[src/rtl/multicycle_ctrl_pkg.sv]
// Shared encodings for the multicycle controller: FSM states, opcodes,
// ALU operation codes and datapath mux selects.
package multicycle_ctrl_pkg;

    typedef enum logic [3:0] {
        S_FETCH,
        S_DECODE,
        S_MEMADR,
        S_MEMRD,
        S_MEMWB,
        S_MEMWR,
        S_EXEC_R,
        S_EXEC_I,
        S_ALUWB,
        S_BEQ,
        S_JAL,
        S_ILLEGAL
    } state_t;

    typedef enum logic [1:0] {
        CLS_NONE,
        CLS_R,
        CLS_I
    } alu_class_t;

    localparam logic [6:0] OP_LW  = 7'b0000011;
    localparam logic [6:0] OP_SW  = 7'b0100011;
    localparam logic [6:0] OP_R   = 7'b0110011;
    localparam logic [6:0] OP_I   = 7'b0010011;
    localparam logic [6:0] OP_BEQ = 7'b1100011;
    localparam logic [6:0] OP_JAL = 7'b1101111;

    localparam logic [3:0] ALU_ADD = 4'b0000;
    localparam logic [3:0] ALU_SUB = 4'b1000;
    localparam logic [3:0] ALU_AND = 4'b0110;
    localparam logic [3:0] ALU_OR  = 4'b0111;

    localparam logic [1:0] SRCA_PC     = 2'b00;
    localparam logic [1:0] SRCA_OLDPC  = 2'b01;
    localparam logic [1:0] SRCA_RS1    = 2'b10;

    localparam logic [1:0] SRCB_RS2    = 2'b00;
    localparam logic [1:0] SRCB_IMM    = 2'b01;
    localparam logic [1:0] SRCB_FOUR   = 2'b10;

    localparam logic [1:0] RES_ALUOUT  = 2'b00;
    localparam logic [1:0] RES_MEMDATA = 2'b01;
    localparam logic [1:0] RES_ALU     = 2'b10;

    localparam logic ADR_PC     = 1'b0;
    localparam logic ADR_RESULT = 1'b1;

endpackage

[src/rtl/multicycle_ctrl_if.sv]
// Controller-to-datapath bundle: decoded instruction fields and status in,
// mux selects and enables out. The controller side is the master.
interface multicycle_ctrl_if;
    logic [6:0] opcode;
    logic [2:0] funct3;
    logic       funct7_5;
    logic       zero;
    logic       mem_ready;
    logic [3:0] alu_sel;
    logic [1:0] alu_src_a;
    logic [1:0] alu_src_b;
    logic [1:0] result_src;
    logic       adr_src;
    logic       mem_read;
    logic       mem_write;
    logic       ir_write;
    logic       reg_write;
    logic       pc_write;
    logic       instr_done;
    logic       illegal;

    modport master (
        input  opcode, funct3, funct7_5, zero, mem_ready,
        output alu_sel, alu_src_a, alu_src_b, result_src, adr_src,
               mem_read, mem_write, ir_write, reg_write, pc_write,
               instr_done, illegal
    );

    modport slave (
        output opcode, funct3, funct7_5, zero, mem_ready,
        input  alu_sel, alu_src_a, alu_src_b, result_src, adr_src,
               mem_read, mem_write, ir_write, reg_write, pc_write,
               instr_done, illegal
    );
endinterface

[src/rtl/multicycle_ctrl_alu_decoder.sv]
// Combinational ALU operation decode for R-type and I-ALU execute states;
// flags funct3 values the datapath does not implement.
module alu_decoder
    import multicycle_ctrl_pkg::*;
(
    input  alu_class_t cls_i,
    input  logic [2:0] funct3_i,
    input  logic       funct7_5_i,
    output logic [3:0] alu_sel_o,
    output logic       funct_illegal_o
);

    always_comb begin
        alu_sel_o       = ALU_ADD;
        funct_illegal_o = 1'b0;
        case (cls_i)
            CLS_R: begin
                case (funct3_i)
                    3'b000:  alu_sel_o = funct7_5_i ? ALU_SUB : ALU_ADD;
                    3'b111:  alu_sel_o = ALU_AND;
                    3'b110:  alu_sel_o = ALU_OR;
                    default: funct_illegal_o = 1'b1;
                endcase
            end
            CLS_I: begin
                // funct7_5 is immediate data for I-ALU, so it never selects SUB here
                case (funct3_i)
                    3'b000:  alu_sel_o = ALU_ADD;
                    3'b111:  alu_sel_o = ALU_AND;
                    3'b110:  alu_sel_o = ALU_OR;
                    default: funct_illegal_o = 1'b1;
                endcase
            end
            default: ;
        endcase
    end

endmodule

[src/rtl/multicycle_ctrl.sv]
// Multicycle RISC-V style control FSM: Moore outputs per state, with the
// fetch/memory enables qualified by mem_ready and the branch PC write by zero.
module multicycle_ctrl
    import multicycle_ctrl_pkg::*;
(
    input  logic              clk,
    input  logic              rst,
    multicycle_ctrl_if.master bus
);

    state_t     state_q, state_d;
    alu_class_t alu_cls;
    logic [3:0] dec_alu_sel;
    logic       dec_illegal;

    assign alu_cls = (state_q == S_EXEC_R) ? CLS_R :
                     (state_q == S_EXEC_I) ? CLS_I : CLS_NONE;

    alu_decoder u_alu_decoder (
        .cls_i           (alu_cls),
        .funct3_i        (bus.funct3),
        .funct7_5_i      (bus.funct7_5),
        .alu_sel_o       (dec_alu_sel),
        .funct_illegal_o (dec_illegal)
    );

    always_ff @(posedge clk) begin
        if (rst) state_q <= S_FETCH;
        else     state_q <= state_d;
    end

    always_comb begin
        state_d        = state_q;
        bus.alu_sel    = ALU_ADD;
        bus.alu_src_a  = SRCA_PC;
        bus.alu_src_b  = SRCB_RS2;
        bus.result_src = RES_ALUOUT;
        bus.adr_src    = ADR_PC;
        bus.mem_read   = 1'b0;
        bus.mem_write  = 1'b0;
        bus.ir_write   = 1'b0;
        bus.reg_write  = 1'b0;
        bus.pc_write   = 1'b0;
        bus.instr_done = 1'b0;
        bus.illegal    = 1'b0;
        case (state_q)
            S_FETCH: begin
                bus.adr_src    = ADR_PC;
                bus.mem_read   = 1'b1;
                bus.alu_src_a  = SRCA_PC;
                bus.alu_src_b  = SRCB_FOUR;
                bus.result_src = RES_ALU;
                bus.ir_write   = bus.mem_ready;
                bus.pc_write   = bus.mem_ready;
                if (bus.mem_ready) state_d = S_DECODE;
            end
            S_DECODE: begin
                bus.alu_src_a = SRCA_OLDPC;
                bus.alu_src_b = SRCB_IMM;
                case (bus.opcode)
                    OP_LW, OP_SW: state_d = S_MEMADR;
                    OP_R:         state_d = S_EXEC_R;
                    OP_I:         state_d = S_EXEC_I;
                    OP_BEQ:       state_d = S_BEQ;
                    OP_JAL:       state_d = S_JAL;
                    default:      state_d = S_ILLEGAL;
                endcase
            end
            S_MEMADR: begin
                bus.alu_src_a = SRCA_RS1;
                bus.alu_src_b = SRCB_IMM;
                state_d = (bus.opcode == OP_LW) ? S_MEMRD : S_MEMWR;
            end
            S_MEMRD: begin
                bus.adr_src    = ADR_RESULT;
                bus.result_src = RES_ALUOUT;
                bus.mem_read   = 1'b1;
                if (bus.mem_ready) state_d = S_MEMWB;
            end
            S_MEMWB: begin
                bus.result_src = RES_MEMDATA;
                bus.reg_write  = 1'b1;
                bus.instr_done = 1'b1;
                state_d        = S_FETCH;
            end
            S_MEMWR: begin
                bus.adr_src    = ADR_RESULT;
                bus.result_src = RES_ALUOUT;
                bus.mem_write  = 1'b1;
                bus.instr_done = bus.mem_ready;
                if (bus.mem_ready) state_d = S_FETCH;
            end
            S_EXEC_R, S_EXEC_I: begin
                bus.alu_src_a = SRCA_RS1;
                bus.alu_src_b = (state_q == S_EXEC_R) ? SRCB_RS2 : SRCB_IMM;
                bus.alu_sel   = dec_alu_sel;
                state_d       = dec_illegal ? S_ILLEGAL : S_ALUWB;
            end
            S_ALUWB: begin
                bus.result_src = RES_ALUOUT;
                bus.reg_write  = 1'b1;
                bus.instr_done = 1'b1;
                state_d        = S_FETCH;
            end
            S_BEQ: begin
                bus.alu_src_a  = SRCA_RS1;
                bus.alu_src_b  = SRCB_RS2;
                bus.alu_sel    = ALU_SUB;
                bus.result_src = RES_ALUOUT;
                bus.pc_write   = bus.zero;
                bus.instr_done = 1'b1;
                state_d        = S_FETCH;
            end
            S_JAL: begin
                bus.alu_src_a  = SRCA_OLDPC;
                bus.alu_src_b  = SRCB_FOUR;
                bus.result_src = RES_ALUOUT;
                bus.pc_write   = 1'b1;
                bus.reg_write  = 1'b1;
                bus.instr_done = 1'b1;
                state_d        = S_FETCH;
            end
            S_ILLEGAL: begin
                bus.illegal = 1'b1;
            end
            default: state_d = S_FETCH;
        endcase
    end

endmodule

[src/flat_wrapper.sv]
// flat-port wrapper written by rule: the top's interface ports become plain ports
module multicycle_ctrl_flat import multicycle_ctrl_pkg::*;
  (clk, rst, bus_opcode, bus_funct3, bus_funct7_5, bus_zero, bus_mem_ready, bus_alu_sel, bus_alu_src_a, bus_alu_src_b, bus_result_src, bus_adr_src, bus_mem_read, bus_mem_write, bus_ir_write, bus_reg_write, bus_pc_write, bus_instr_done, bus_illegal);
  multicycle_ctrl_if bus_i ();
  input  logic clk;
  input  logic rst;
  input wire logic [$bits(bus_i.opcode)-1:0] bus_opcode;
  input wire logic [$bits(bus_i.funct3)-1:0] bus_funct3;
  input wire logic [$bits(bus_i.funct7_5)-1:0] bus_funct7_5;
  input wire logic [$bits(bus_i.zero)-1:0] bus_zero;
  input wire logic [$bits(bus_i.mem_ready)-1:0] bus_mem_ready;
  output wire logic [$bits(bus_i.alu_sel)-1:0] bus_alu_sel;
  output wire logic [$bits(bus_i.alu_src_a)-1:0] bus_alu_src_a;
  output wire logic [$bits(bus_i.alu_src_b)-1:0] bus_alu_src_b;
  output wire logic [$bits(bus_i.result_src)-1:0] bus_result_src;
  output wire logic [$bits(bus_i.adr_src)-1:0] bus_adr_src;
  output wire logic [$bits(bus_i.mem_read)-1:0] bus_mem_read;
  output wire logic [$bits(bus_i.mem_write)-1:0] bus_mem_write;
  output wire logic [$bits(bus_i.ir_write)-1:0] bus_ir_write;
  output wire logic [$bits(bus_i.reg_write)-1:0] bus_reg_write;
  output wire logic [$bits(bus_i.pc_write)-1:0] bus_pc_write;
  output wire logic [$bits(bus_i.instr_done)-1:0] bus_instr_done;
  output wire logic [$bits(bus_i.illegal)-1:0] bus_illegal;
  assign bus_i.opcode = bus_opcode;
  assign bus_i.funct3 = bus_funct3;
  assign bus_i.funct7_5 = bus_funct7_5;
  assign bus_i.zero = bus_zero;
  assign bus_i.mem_ready = bus_mem_ready;
  assign bus_alu_sel = bus_i.alu_sel;
  assign bus_alu_src_a = bus_i.alu_src_a;
  assign bus_alu_src_b = bus_i.alu_src_b;
  assign bus_result_src = bus_i.result_src;
  assign bus_adr_src = bus_i.adr_src;
  assign bus_mem_read = bus_i.mem_read;
  assign bus_mem_write = bus_i.mem_write;
  assign bus_ir_write = bus_i.ir_write;
  assign bus_reg_write = bus_i.reg_write;
  assign bus_pc_write = bus_i.pc_write;
  assign bus_instr_done = bus_i.instr_done;
  assign bus_illegal = bus_i.illegal;
  multicycle_ctrl u_core (.clk(clk), .rst(rst), .bus(bus_i));
endmodule
[config.mk]
export PLATFORM = sky130hd
export DESIGN_NAME = multicycle_ctrl_flat
export DESIGN_NICKNAME = d
export VERILOG_FILES = /design/src/rtl/multicycle_ctrl_pkg.sv /design/src/rtl/multicycle_ctrl_if.sv /design/src/rtl/multicycle_ctrl_alu_decoder.sv /design/src/rtl/multicycle_ctrl.sv /design/src/flat_wrapper.sv
export SDC_FILE = /design/constraint.sdc
export NUM_CORES = 1
export LEC_CHECK = 0
export BUFFER_PORTS_ARGS = -buffer_cell sky130_fd_sc_hd__buf_2
export CORE_MARGIN = 1.5
export CORE_UTILIZATION = 42
export CTS_CLUSTER_SIZE = 14
export DETAILED_ROUTE_END_ITERATION = 7
export GPL_TIMING_DRIVEN = 0
export PLACE_DENSITY = 0.87
export SETUP_SLACK_MARGIN = 0.5
export SLEW_MARGIN = 20
export SYNTH_ARGS = -nofsm -noshare
export SYNTH_HDL_FRONTEND = slang
export SYNTH_SLANG_ARGS = --single-unit
[constraint.sdc]
create_clock -name clk -period 2.1 [get_ports clk]
set_clock_uncertainty 0.15 [all_clocks]
set_input_delay 0.105 -clock clk [delete_from_list [all_inputs] [get_ports clk]]
set_output_delay 0.105 -clock clk [all_outputs]
set_load 0.1 [all_outputs]
==> qor.json, run 1 <==
{
  "run_status": {"value": "did not finish"},
  "failed_stage": {"value": "clock tree synthesis"},
  "first-error": {"value": "[ERROR DPL-0038] Utilization greater than 100%, impossible to legalize"},
  "cts.htree.levels": {"value": 1},
  "io_pins": {"value": 33},
  "core.rowCount": {"value": 13},
  "ctsRootBufferMaster": {"value": "sky130_fd_sc_hd__clkbuf_4"},
  "initial_core_util": {"value": 44.8, "unit": "%"},
  "post_cts_resized": {"value": 96},
  "synthesis.nets": {"value": 110},
  "floorplan.die.height": {"value": 40.3, "unit": "um"},
  "synth_edf_count": {"value": 0},
  "port_buffers": {"value": 32},
  "cts-buffers-inserted": {"value": 3},
  "synthesis.area_per_instance": {"value": 6.14, "unit": "um2"},
  "die_width": {"value": 40.3, "unit": "um"},
  "gp_congestion": {"value": 0.850},
  "post_synth_xor_area_fraction": {"value": 4.51, "unit": "%"},
  "synth_top_area_share": {"value": 13.7, "unit": "%"},
  "synth_top_family_by_area": {"value": "simple AND/OR/NAND/NOR gates"},
  "yosysSeqAreaShare": {"value": 13.7, "unit": "%"},
  "numClockSinks": {"value": 4},
  "clock_path_buffers": {"value": 2},
  "yosys_register_bits": {"value": 4},
  "netlist_area": {"value": 583, "unit": "um2"},
  "postCtsSetupRepairBufs": {"value": 16},
  "postSynthCellCount": {"value": 95},
  "pre_cts_setup_slack": {"value": 0.254, "unit": "ns"},
  "yosys.area_share.simple": {"value": 45.9, "unit": "%"},
  "number_of_distinct_library_cells_after_synthesis": {"value": 36},
  "synth_mux_area_share": {"value": 0, "unit": "%"},
  "most_area_hungry_cell_type_in_the_yosys_netlist": {"value": "sky130_fd_sc_hd__dfxtp_1"},
  "postSynth.topFlopCell": {"value": "sky130_fd_sc_hd__dfxtp_1"},
  "netlist_top_cells_area": {"value": "sky130_fd_sc_hd__dfxtp_1 (14%), sky130_fd_sc_hd__nor2_1 (14%), sky130_fd_sc_hd__a21oi_1 (6.9%)"},
  "synth_fa_ha_area_share": {"value": 0, "unit": "%"},
  "synth_area_in_compound_gates": {"value": 26.8, "unit": "%"},
  "hpwl": {"value": 1.52, "unit": "mm"},
  "postSynth.asyncResetShare": {"value": 0, "unit": "%"},
  "synth_top_cells_by_count": {"value": "sky130_fd_sc_hd__nor2_1 (21), sky130_fd_sc_hd__nand2_1 (9), sky130_fd_sc_hd__a21oi_1 (8)"},
  "synthMostInstantiatedCell": {"value": "sky130_fd_sc_hd__nor2_1"},
  "yosysWarnings": {"value": 0},
  "cts_hold_buf": {"value": 1}
}
stage by stage:
stage	TNS [ns]	area [um2]	util (%)	hold slack, ns	std cells
floorplan	-0.415	768	-	0.0241	95
global placement	0	947	72.8	0.191	142
detailed placement	0	947	72.8	0.189	142
cells by family after synthesis:
group	count (synthesis)
buffers and inverters	10
AOI/OAI and AO/OA	24
DFF	4
and+or+nand+nor	54
xor gates and xnor gates	3
==> run 2, diff against run 1 <==
--- a/config.mk
+++ b/config.mk
@@ -6,13 +6,11 @@
 export NUM_CORES = 1
 export LEC_CHECK = 0
 export BUFFER_PORTS_ARGS = -buffer_cell sky130_fd_sc_hd__buf_2
-export CORE_MARGIN = 1.5
-export CORE_UTILIZATION = 42
-export CTS_CLUSTER_SIZE = 14
+export CORE_AREA = 2 2 63 65
 export DETAILED_ROUTE_END_ITERATION = 7
+export DIE_AREA = 0 0 65 67
 export GPL_TIMING_DRIVEN = 0
-export PLACE_DENSITY = 0.87
-export SETUP_SLACK_MARGIN = 0.5
+export PLACE_DENSITY_LB_ADDON = 0.15
 export SLEW_MARGIN = 20
 export SYNTH_ARGS = -nofsm -noshare
 export SYNTH_HDL_FRONTEND = slang
==> run 2 against run 1 <==
The flow now finishes without violations. Synthesized cell count did not move. Synthesized area did not move.
==> qor.json, run 2 <==
{
  "multi_input_area": {"value": 532, "unit": "um2"},
  "clock_latency": {"value": 0.22, "unit": "ns"},
  "global_route.usage.total": {"value": 10.5, "unit": "%"},
  "yosysWarnings": {"value": 0},
  "power-per-cell-area": {"value": 1060, "unit": "mW/mm2"},
  "final.setup.worst_slack": {"value": 0.138, "unit": "ns"},
  "final_min_period_over_clock_period": {"value": 93.4, "unit": "%"},
  "drt.antenna.violating_nets": {"value": 0},
  "synth_top_area_share": {"value": 13.7, "unit": "%"},
  "finalPower": {"value": 0.00102, "unit": "W"},
  "final-instance-count-excl-fill": {"value": 179},
  "hold_path_class": {"value": "in2reg"},
  "postCtsSetupRepairBufs": {"value": 0},
  "placed_instances": {"value": 175},
  "drv_slew": {"value": 0},
  "grt_setup_unrepaired": {"value": "false"},
  "synthesis.nets": {"value": 110},
  "gp_congestion": {"value": 0.747},
  "fin_worst_hold_slack": {"value": 0.119, "unit": "ns"},
  "initial_core_util": {"value": 16.2, "unit": "%"},
  "num_vias": {"value": 788},
  "drv.max_cap_violation_count": {"value": 0},
  "post-route-min-period": {"value": 1.96, "unit": "ns"},
  "initial_antenna_violation_count": {"value": 0},
  "cts_clk_pin_slew_worst_paths": {"value": 0.03, "unit": "ns"},
  "clock_path_buffers": {"value": 2},
  "postSynthCellCount": {"value": 95},
  "synthesis.area_per_instance": {"value": 6.14, "unit": "um2"},
  "final_cell_mix": {"value": "sky130_fd_sc_hd__buf_2 (25), sky130_fd_sc_hd__nor2_1 (16), sky130_fd_sc_hd__clkbuf_4 (11)"},
  "netlist_top_cells_area": {"value": "sky130_fd_sc_hd__dfxtp_1 (14%), sky130_fd_sc_hd__nor2_1 (14%), sky130_fd_sc_hd__a21oi_1 (6.9%)"},
  "top_regs": {"value": "u_core.state_q (4)"},
  "fillCellCount": {"value": 403},
  "number_of_global_route_vias_before_repair": {"value": 808},
  "nets": {"value": 148},
  "numClockSinks": {"value": 4},
  "core.rowCount": {"value": 22},
  "most_area_hungry_cell_type_in_the_yosys_netlist": {"value": "sky130_fd_sc_hd__dfxtp_1"},
  "tritoncts": {"value": "yes"},
  "ctsRootBufferMaster": {"value": "sky130_fd_sc_hd__clkbuf_8"},
  "initialDrtViolationCount": {"value": 31},
  "relSlewSlack": {"value": 67.5, "unit": "%"},
  "wl_per_cell": {"value": 11.4, "unit": "um"},
  "final-hold-violation-count": {"value": 0},
  "largest_register_ff_count": {"value": 4},
  "totalWireLength": {"value": 2.04, "unit": "mm"},
  "synth_edf_count": {"value": 0},
  "vias_per_cell": {"value": 4.40},
  "port_buffers": {"value": 32},
  "synth_top_cells_by_count": {"value": "sky130_fd_sc_hd__nor2_1 (21), sky130_fd_sc_hd__nand2_1 (9), sky130_fd_sc_hd__a21oi_1 (8)"},
  "postSynth.asyncResetShare": {"value": 0, "unit": "%"},
  "run_status": {"value": "completed"},
  "cts.htree.levels": {"value": 1},
  "finalCoreUtilization": {"value": 26.8, "unit": "%"},
  "yosysSeqAreaShare": {"value": 13.7, "unit": "%"},
  "kind_of_end_point_of_the_critical_path": {"value": "primary output"},
  "floorplan.die.height": {"value": 67, "unit": "um"},
  "grt_start_max_net_pins": {"value": 11},
  "io_pins": {"value": 33},
  "number_of_distinct_library_cells_after_synthesis": {"value": 36},
  "first_pass_grt_wire_length": {"value": 3.59, "unit": "mm"},
  "hpwl": {"value": 1.67, "unit": "mm"},
  "p_leak": {"value": 0.427, "unit": "nW"},
  "core_area": {"value": 0.00361, "unit": "mm2"},
  "cts-buffers-inserted": {"value": 3},
  "floorplan.die_area": {"value": 0.00436, "unit": "mm2"},
  "critical_path_class": {"value": "reg2out"},
  "antenna_cells_inserted": {"value": 0},
  "netlist_area": {"value": 583, "unit": "um2"},
  "setup_violations": {"value": 0},
  "synthMostInstantiatedCell": {"value": "sky130_fd_sc_hd__nor2_1"},
  "final_common_cell": {"value": "sky130_fd_sc_hd__buf_2"},
  "worstSetupStartpointType": {"value": "flop"},
  "area.growth.synth_to_final": {"value": 65.7, "unit": "%"},
  "register_area": {"value": 80.1, "unit": "um2"},
  "post_route_cells_drive_above_1_share": {"value": 43.5, "unit": "%"},
  "yosys_register_bits": {"value": 4},
  "critical_path.max_fanout": {"value": 10},
  "regMostFlops": {"value": "u_core.state_q"},
  "critPathArrivalTime": {"value": 1.71, "unit": "ns"},
  "worst-endpoint-required": {"value": 1.85, "unit": "ns"},
  "remaining_drc_errors": {"value": 0},
  "postSynth.topFlopCell": {"value": "sky130_fd_sc_hd__dfxtp_1"},
  "gr-total-overflow": {"value": 0},
  "achievable-frequency": {"value": 0.510, "unit": "GHz"},
  "tightest_slew": {"value": 0.491, "unit": "ns"},
  "peakVddDrop": {"value": 0.247, "unit": "mV"},
  "die_width": {"value": 65, "unit": "um"},
  "detail_route.first_pass.iterations": {"value": 4},
  "pre_cts_setup_slack": {"value": 0.0683, "unit": "ns"}
}
==> run 2: cell counts after synthesis <==
Identical to the previous run, type by type.
==> run 2: cell type report <==
| cell class | instances | share of cell area, % |
|---|---|---|
| inverter | 2 | 0.777 |
| multi-input combinational | 81 | 55.1 |
| clock buffer | 3 | 4.27 |
| tap | 48 | 6.22 |
| timing repair buffer | 33 | 20.5 |
| buffer | 8 | 4.92 |
| sequential | 4 | 8.29 |
==> run 2: cells by family (layout without fill, tap and decap cells) <==
logic type,after synthesis,in the layout,synth area share [%]
and+or+nand+nor,54,54,45.9
AOI/OAI and AO/OA,24,24,26.8
buffers and inverters,10,46,9.01
DFF,4,4,13.7
xor gates and xnor gates,3,3,4.51
==> run 2: critical path, cell delays in order, from the launching register on <==
cell                      delay (ns)
sky130_fd_sc_hd__dfxtp_1        0.36
sky130_fd_sc_hd__buf_2          0.26
sky130_fd_sc_hd__nand3_1        0.28
sky130_fd_sc_hd__nor2_4         0.16
sky130_fd_sc_hd__buf_2          0.43
==> run 2: where the power goes <==
group / internal (W) / total [W] / switching (W)
registers: 0.0000869 / 0.0000921 / 0.00000511
clock network: 0.000122 / 0.000160 / 0.0000380
logic: 0.000171 / 0.000771 / 0.000600
total: 0.000380 / 0.00102 / 0.000643
==> run 2: stage by stage <==
| step | TNS (ns) | cell area, um2 |
|---|---|---|
| 3_3_place_gp | 0 | 885 |
| 5_1_grt | 0 | 966 |
| 3_5_place_dp | 0 | 885 |
| 6_report | 0 | 966 |
| 2_1_floorplan | -2.02 | 664 |
| 4_1_cts | 0 | 938 |
==> run 2: routing by layer <==
metal / track usage, % / routed length, um / up-vias
met5: 0 / 0 / -
met4: 2.39 / 9 / 0
met3: 3.38 / 141 / 2
met2: 17.8 / 957 / 24
met1: 12.8 / 935 / 353
li1: - / - / 409
==> run 2: final timing paths <==
path / from / slack, ns / depth (start not counted) / end
max: u_core.state_q[1] / 0.14 / 4 / bus_alu_sel[1]
min: bus_mem_ready / 0.12 / 4 / u_core.state_q[2]
max reg2reg: u_core.state_q[1] / 0.21 / 5 / u_core.state_q[0]
min reg2reg: u_core.state_q[1] / 0.61 / 3 / u_core.state_q[0]
==> run 2: what timing repair did <==
action,CTS,global route
gates resized for setup,2,11
hold buffers,1,0
setup endpoints to repair,6,11
hold endpoints to repair,3,0
(Power assumes the default switching activity.)
